===== src/rtl/uart_rx.sv =====
// rtl/uart_rx.sv - 16x-oversampled UART receiver with held-byte valid/read handshake
//
// Optional feature macro: UART_RX_PARITY_EN (adds an even-parity cell, frame becomes 8E1)
//
// Ports:
//   clock          system clock (also drives the baud generator)
//   reset_n        asynchronous active-low reset
//   uart_tick_16x  one-clock pulse at 16x the baud rate
//   rx             serial input, idle high, asynchronous to clock
//   read           consumer acknowledge, clears data_ready
//   data           last committed byte
//   data_ready     byte available, held until read
//   framing_error  stop bit sampled 0 for the byte in data
//   overrun        sticky, a byte was lost while data_ready was set
//   parity_error   parity mismatch for the byte in data (UART_RX_PARITY_EN only)

module uart_rx #(
    parameter int DATA_BITS   = 8,
    parameter int SYNC_STAGES = 2
) (
    input  logic                 clock,
    input  logic                 reset_n,
    input  logic                 uart_tick_16x,
    input  logic                 rx,
    input  logic                 read,
    output logic [DATA_BITS-1:0] data,
    output logic                 data_ready,
    output logic                 framing_error,
`ifdef UART_RX_PARITY_EN
    output logic                 parity_error,
`endif
    output logic                 overrun
);

    localparam int IDX_W = (DATA_BITS > 1) ? $clog2(DATA_BITS) : 1;

    typedef enum logic [2:0] {
        ST_IDLE   = 3'd0,
        ST_START  = 3'd1,
        ST_DATA   = 3'd2,
`ifdef UART_RX_PARITY_EN
        ST_PARITY = 3'd3,
`endif
        ST_STOP   = 3'd4
    } state_t;

    state_t               state;
    state_t               state_d;
    logic [SYNC_STAGES-1:0] sync_q;
    logic                 rxs;
    logic [2:0]           hist;
    logic                 vote3;
    logic [3:0]           cnt;
    logic [IDX_W-1:0]     bit_idx;
    logic [DATA_BITS-1:0] shreg;
    logic                 commit_pend;
    logic                 stop_fe;
    logic                 mid;
    logic                 last_bit;
    logic                 in_frame;
    logic                 bit_first;
    logic                 bit_take;
    logic                 stop_take;
`ifdef UART_RX_PARITY_EN
    logic                 par_take;
    logic                 par_err_q;
`endif

    // Synchroniser presets to 1 so a reset release never looks like a start edge.
    always_ff @(posedge clock or negedge reset_n) begin
        if (!reset_n) begin
            sync_q <= '1;
        end else begin
            sync_q <= {sync_q[SYNC_STAGES-2:0], rx};
        end
    end
    assign rxs = sync_q[SYNC_STAGES-1];

    // Majority over the three most recent tick samples filters single-tick noise.
    always_ff @(posedge clock or negedge reset_n) begin
        if (!reset_n) begin
            hist <= 3'b111;
        end else if (uart_tick_16x) begin
            hist <= {hist[1:0], rxs};
        end
    end
    assign vote3 = (hist[0] & hist[1]) | (hist[0] & hist[2]) | (hist[1] & hist[2]);

    assign mid      = uart_tick_16x && (cnt == 4'd8);
    assign last_bit = (bit_idx == IDX_W'(DATA_BITS - 1));

    // FSM: state register
    always_ff @(posedge clock or negedge reset_n) begin
        if (!reset_n) begin
            state <= ST_IDLE;
        end else begin
            state <= state_d;
        end
    end

    // FSM: next state
    always_comb begin
        state_d = state;
        case (state)
            ST_IDLE:  if (uart_tick_16x && !rxs) state_d = ST_START;
            ST_START: if (mid) state_d = vote3 ? ST_IDLE : ST_DATA;
`ifdef UART_RX_PARITY_EN
            ST_DATA:  if (mid && last_bit) state_d = ST_PARITY;
            ST_PARITY: if (mid) state_d = ST_STOP;
`else
            ST_DATA:  if (mid && last_bit) state_d = ST_STOP;
`endif
            // Leaving at mid-stop lets the next start edge resynchronise the cell timing.
            ST_STOP:  if (mid) state_d = ST_IDLE;
            default:  state_d = ST_IDLE;
        endcase
    end

    // FSM: outputs
    always_comb begin
        in_frame  = (state != ST_IDLE);
        bit_first = (state == ST_START) && mid && !vote3;
        bit_take  = (state == ST_DATA) && mid;
        stop_take = (state == ST_STOP) && mid;
`ifdef UART_RX_PARITY_EN
        par_take  = (state == ST_PARITY) && mid;
`endif
    end

    // cnt runs freely through the frame; each bit cell starts where it wraps to 0,
    // so successive mid-cell samples at cnt==8 are exactly 16 ticks apart.
    always_ff @(posedge clock or negedge reset_n) begin
        if (!reset_n) begin
            cnt <= 4'd0;
        end else if (!in_frame) begin
            cnt <= 4'd0;
        end else if (uart_tick_16x) begin
            cnt <= cnt + 4'd1;
        end
    end

    always_ff @(posedge clock or negedge reset_n) begin
        if (!reset_n) begin
            bit_idx     <= '0;
            shreg       <= '0;
            commit_pend <= 1'b0;
            stop_fe     <= 1'b0;
`ifdef UART_RX_PARITY_EN
            par_err_q   <= 1'b0;
`endif
        end else begin
            commit_pend <= stop_take;
            if (bit_first) begin
                bit_idx <= '0;
            end else if (bit_take) begin
                bit_idx <= bit_idx + IDX_W'(1);
            end
            if (bit_take) begin
                shreg <= {vote3, shreg[DATA_BITS-1:1]};
            end
            if (stop_take) begin
                stop_fe <= ~vote3;
            end
`ifdef UART_RX_PARITY_EN
            // Even parity: data bits plus parity bit must XOR to 0.
            if (par_take) begin
                par_err_q <= (^shreg) ^ vote3;
            end
`endif
        end
    end

    // Consumer side: a commit while an unread byte is held is dropped and flagged,
    // unless the read lands on the same edge, in which case the new byte replaces it.
    always_ff @(posedge clock or negedge reset_n) begin
        if (!reset_n) begin
            data          <= '0;
            data_ready    <= 1'b0;
            framing_error <= 1'b0;
            overrun       <= 1'b0;
`ifdef UART_RX_PARITY_EN
            parity_error  <= 1'b0;
`endif
        end else if (commit_pend) begin
            if (data_ready && !read) begin
                overrun <= 1'b1;
            end else begin
                data          <= shreg;
                framing_error <= stop_fe;
                data_ready    <= 1'b1;
`ifdef UART_RX_PARITY_EN
                parity_error  <= par_err_q;
`endif
                if (read) begin
                    overrun <= 1'b0;
                end
            end
        end else if (read && data_ready) begin
            data_ready <= 1'b0;
            overrun    <= 1'b0;
        end
    end

endmodule


===== config.mk =====
export PLATFORM = sky130hd
export DESIGN_NAME = uart_rx
export DESIGN_NICKNAME = d
export VERILOG_FILES = /design/src/rtl/uart_rx.sv
export SDC_FILE = /design/constraint.sdc
export NUM_CORES = 1
export LEC_CHECK = 0
export CORE_ASPECT_RATIO = 1.25
export CORE_MARGIN = 5
export CORE_UTILIZATION = 44
export DETAILED_ROUTE_END_ITERATION = 7
export SKIP_CTS_REPAIR_TIMING = 1
export SLEW_MARGIN = 20
export SYNTH_ARGS = -nofsm -noshare
export SYNTH_HDL_FRONTEND = slang
export SYNTH_SLANG_ARGS = --single-unit
export TNS_END_PERCENT = 20

===== constraint.sdc =====
create_clock -name clock -period 1.9 [get_ports clock]
set_input_delay 0.475 -clock clock [delete_from_list [all_inputs] [get_ports clock]]
set_output_delay 0.475 -clock clock [all_outputs]
set_load 0.01 [all_outputs]

== Word-level counts from Yosys, hierarchy flattened ==
Index checks and enable logic that the tools add are counted.

* Logic and storage cells: 69
* Register bits: 36

* Eq/ne operators: 12
* Bitwise logic cells: 7
* Add/sub/neg operators: 2
* Reductions and logical operators: 20
* Muxes and demuxes: 16

{| class="wikitable"
|+ Operator list
! operator !! number
|-
| two-way mux 3 bit || 6
|-
| inequality test 2 bit (second input constant) || 6
|-
| case mux 3 bit (4 select lines) || 1
|-
| logical AND 1 bit || 9
|-
| two-way mux 4 bit || 2
|-
| == test 3 bit (second input constant) || 2
|-
| two-way mux 1 bit || 6
|-
| AND reduction 2 bit || 3
|-
| adder 4 x 1 -> 4 bit (second input constant) || 1
|-
| == test 4 bit (second input constant) || 1
|-
| AND reduction 4 bit || 1
|-
| nonzero test 2 bit || 2
|-
| adder 3 x 1 -> 3 bit (second input constant) || 1
|-
| AND 1 bit || 3
|-
| == test 3 x 1 -> 1 bit (second input constant) || 1
|-
| == test 3 x 2 -> 1 bit (second input constant) || 1
|-
| zero test 1 bit || 3
|-
| zero test 3 bit || 1
|-
| inequality test 3 x 2 -> 1 bit (second input constant) || 1
|-
| nonzero test 3 bit || 1
|-
| two-way mux 2 bit || 1
|-
| NOT 1 bit || 2
|-
| bitwise OR 1 bit || 2
|}

== Depth between registers and ports, before layout ==
* Depth in word-level cells: 6
* Gate-level depth with buffers: 6

== Least setup slack after synthesis ==
No wires, ideal clock.

* Path kind: reg2reg
* Start: register cnt[0]
* End: register shreg[0]
* Period minus slack after synthesis: 1.574 ns
* Path buffers: 1
* Setup slack: 0.326 ns
* Setup time: 0.128 ns
* Data arrival time: 1.447 ns
* Required time: 1.772 ns
* Cell stages (with the launch flop): 7
* Path through: dfrtp_1 -> inv_1 -> ha_1 -> and4b_1 -> buf_2 -> nand2_2 -> mux2_1

* Word-level cells in the longest chain between the ends: 3

{| class="wikitable"
|+ RTL lines
! item !! RTL line !! RTL
|-
| start, declared || 53 || <nowiki>logic [3:0] cnt;</nowiki>
|-
| start signal, assigned || 138 || <nowiki>cnt <= cnt + 4'd1;</nowiki>
|-
| == test 4 bit || 89 || <nowiki>assign mid = uart_tick_16x && (cnt == 4'd8);</nowiki>
|-
| logical AND 1 bit || 89 ||
|-
| logical AND 1 bit || 123 || <nowiki>bit_take = (state == ST_DATA) && mid;</nowiki>
|-
| end signal, assigned || 159 || <nowiki>shreg <= {vote3, shreg[DATA_BITS-1:1]};</nowiki>
|-
| end, declared || 55 || <nowiki>logic [DATA_BITS-1:0] shreg;</nowiki>
|}

No other way between the ends.
A chain may end at the register's enable or synchronous reset.

== Worst setup path in the final report ==
* Start: register data_ready
* End: output data_ready

{| class="wikitable"
|+ RTL lines
! item !! RTL line !! RTL
|-
| start, declared || 27 || <nowiki>output logic data_ready,</nowiki>
|-
| start signal, assigned || 178 || <nowiki>data_ready <= 1'b0;</nowiki>
|-
| start signal, assigned || 190 || <nowiki>data_ready <= 1'b1;</nowiki>
|-
| start signal, assigned || 199 || <nowiki>data_ready <= 1'b0;</nowiki>
|}

No word-level cell between the ends.

==> results.md <==
- Dpl hpwl: 1700 um
- Area Growth Syn to Fin: 18.6%
- Worst-Margin Slew: 0.443 ns
- Gr usage total: 11.8%
- Core footprint: 3450 um2
- Yosys warning count: 0
- IO buf count: 15
- Met1 Usage GRT: 13.1%
- Setup CP Type: flop to output port
- Status: finished clean
- Worst skew pair latency: 0.29 ns
- Avg Vias per Cell: 5.20
- Share of cells above drive strength 1: 23.2%
- Grt met2 use: 18.0%
- Fin nets: 146
- Slowest CP cell: clkdlybuf4s50_1
- DR vias: 921
- WL/cell: 13.9 um
- Final clock skew: 0.00583 ns
- Master cell of the clock root buffer: clkbuf_8
- Slew Limit Fails: 0
- H-tree levels: 2
- Non-filler cells, final: 177
- Final setup vio count: 0
- Reg2Reg Setup Slack: 0.31 ns
- Starting Density: 45.1%
- Critical Path Source Type: flop
- Primary FF master, synth: dfrtp_1
- Placed cells: 169
- Post-Syn Nets: 124
- Gr ovfl total: 0
- First-pass GRT wire length: 4350 um
- # rows: 24
- Clock tree buffer depth: 2
- TNS Setup: 0 ns
- MaxCap Viol Count: 0
- Final wirelength: 2450 um
- Worst Path Max Fanout: 4
- Pin count of the biggest net entering global routing: 37
- Crit-path max cell delay: 0.55 ns
- Hold WC Path Type: flop to flop
- DIE WIDTH: 63.2 um
- CTS sink cnt: 36
- Top cells by area, synth: dfrtp_1 (50%), dfstp_2 (8.4%), mux2_1 (8.0%)
- Worst reg2reg path depth: 5
- Inserted Clock Buffers: 5
- Synth Instances: 115
- Met3 Usage GRT: 5.60%
- Mapped Avg Cell Area: 13.5 um2
- Clock-pin slew of the registers on the worst-case setup and hold paths: 0.07 ns
- Req. time, crit path: 1.42 ns
- Critical path launch point: data_ready
- Detail Route Antenna Nets: 0
- Critical Path Stages: 1
- 1st-iter DRT viols: 19
- FMAX: 589 MHz
- P_leak: 0.874 nW
- RSZ-0062 raised after global routing: no
- Worst vdd ir: 0.618 mV
- # DRC: 0
- Post-synth ARST share: 100%
- Vias in the first global route: 923
- Netlist cell types: 32
- Seq/Total Area, Yosys: 58.2%
- First drt pass iteration count: 4
- Final period util: 89.4%
- Post-synth top area share: 49.8%
- TritonCTS clock tree: built
- # diodes: 0
- Cell Area, Synth: 1560 um2
- Worst EP arrival: 1.22 ns
- R2r endpoint: state[1]
- Antenna violations before repair: 0
- Die Area: 4840 um2
- Pwr/cell area: 898 nW/um2
- Synth area leader: dfrtp_1
- EDFF count, synth: 0
- IO Pins: 16
- Worst hold path depth: 0
- Largest delay share family, worst path: buffers and inverters
- GPL Wtd Cong: 0.738
- Min cycle time layout: 1.70 ns
- CP Capture Type: output port
- Seq cells post-synth: 36
- Final hold violation count: 0
- Top Usage Layer GRT: met2
- Die span in y: 76.5 um
- Slew headroom: 70.3%
- Worst setup endpoint: data_ready
- FF-to-FF Start: cnt[0]
- Buf/Inv on CP: 1
- CP Cell Sequence: clkdlybuf4s50_1
## cell families (layout without fill, tap and decap cells)
| group | after synthesis | count (layout) | synth area share, % |
|---|---|---|---|
| mux | 22 | 22 | 15.7 |
| fa+ha+maj | 5 | 5 | 3.94 |
| xor+xnor | 3 | 3 | 1.69 |
| buf+inv | 9 | 32 | 3.53 |
| compound gates | 12 | 12 | 4.10 |
| flops | 36 | 36 | 58.2 |
| simple gates | 28 | 28 | 12.8 |
## per-stage QoR
step	setup slack [ns]	total power [mW]	utilization [%]	hold slack (ns)	area (um2)
final	0.202	1.66	53.5	0.358	1850
after global routing	0.0969	1.76	53.5	0.366	1850
after CTS	0.180	1.70	53.5	0.359	1850
after detailed placement	-0.00790	1.12	50.8	0.348	1750
after global placement	0.000785	1.12	50.8	0.346	1750
after floorplan	0.326	1.07	-	0.179	1560
## where the power goes
group          internal [mW]  switching [mW]
clock                  0.294           0.262
combinational          0.100          0.0987
sequential             0.831          0.0725
## final cells by class
cell class | count | area [um2]
clock inverters | 1 | 7.51
inverters | 4 | 15.0
well taps | 39 | 48.8
clock buffers | 7 | 86.3
repair buffers | 20 | 188
multi-input cells | 70 | 596
fillers | 298 | 1610
flip-flops and latches | 36 | 907
## registers in the layout (all words and copies together), names as in the netlist
signal and cells:
bit_idx 3, state 3, data 8, overrun 1, sync_q 2, shreg 8, cnt 4, hist 3
commit_pend 1, stop_fe 1, data_ready 1, framing_error 1
## cell usage in the layout, fill, tap and decap left out, types with 2 or more instances in the layout
master,count
inv_1,4
mux2_1,11
nor2_1,6
dfrtp_1,31
xor2_1,2
a21oi_1,7
nor3_1,2
buf_4,5
mux2i_1,2
nand2b_1,2
dfstp_2,5
and4b_1,2
clkbuf_8,6
nand2_1,3
o21ai_0,4
ha_1,4
nand3_1,3
clkdlybuf4s50_1,15
mux2_2,9
## cell usage after synthesis (all sizes together), types with 2 or more instances
cell type	number
nand4b	2
nand3	3
mux2	20
inv	4
buf	5
o21ai	4
a21oi	7
ha	4
nor3	2
nor3b	2
nand2	4
dfrtp	31
xor2	2
mux2i	2
dfstp	5
and4b	2
nor2	6
nand2b	2
## per-layer routing
layer | routed length, um | share of wire (%)
met1 | 1050 | 43
met4 | 51 | 2.1
met3 | 135 | 5.5
met2 | 1220 | 50
met5 | 0 | 0
## how the worst min path moves through the flow
| stage | startpoint | endpoint | slack [ns] |
|---|---|---|---|
| 2_1_floorplan | reset_n | bit_idx[0] | 0.18 |
| 3_3_place_gp | sync_q[0] | sync_q[1] | 0.35 |
| 3_5_place_dp | sync_q[0] | sync_q[1] | 0.35 |
| 4_1_cts | sync_q[0] | sync_q[1] | 0.36 |
| 5_1_grt | sync_q[0] | sync_q[1] | 0.37 |
| 6_report | sync_q[0] | sync_q[1] | 0.36 |
Power figures use the tool's default switching activity.
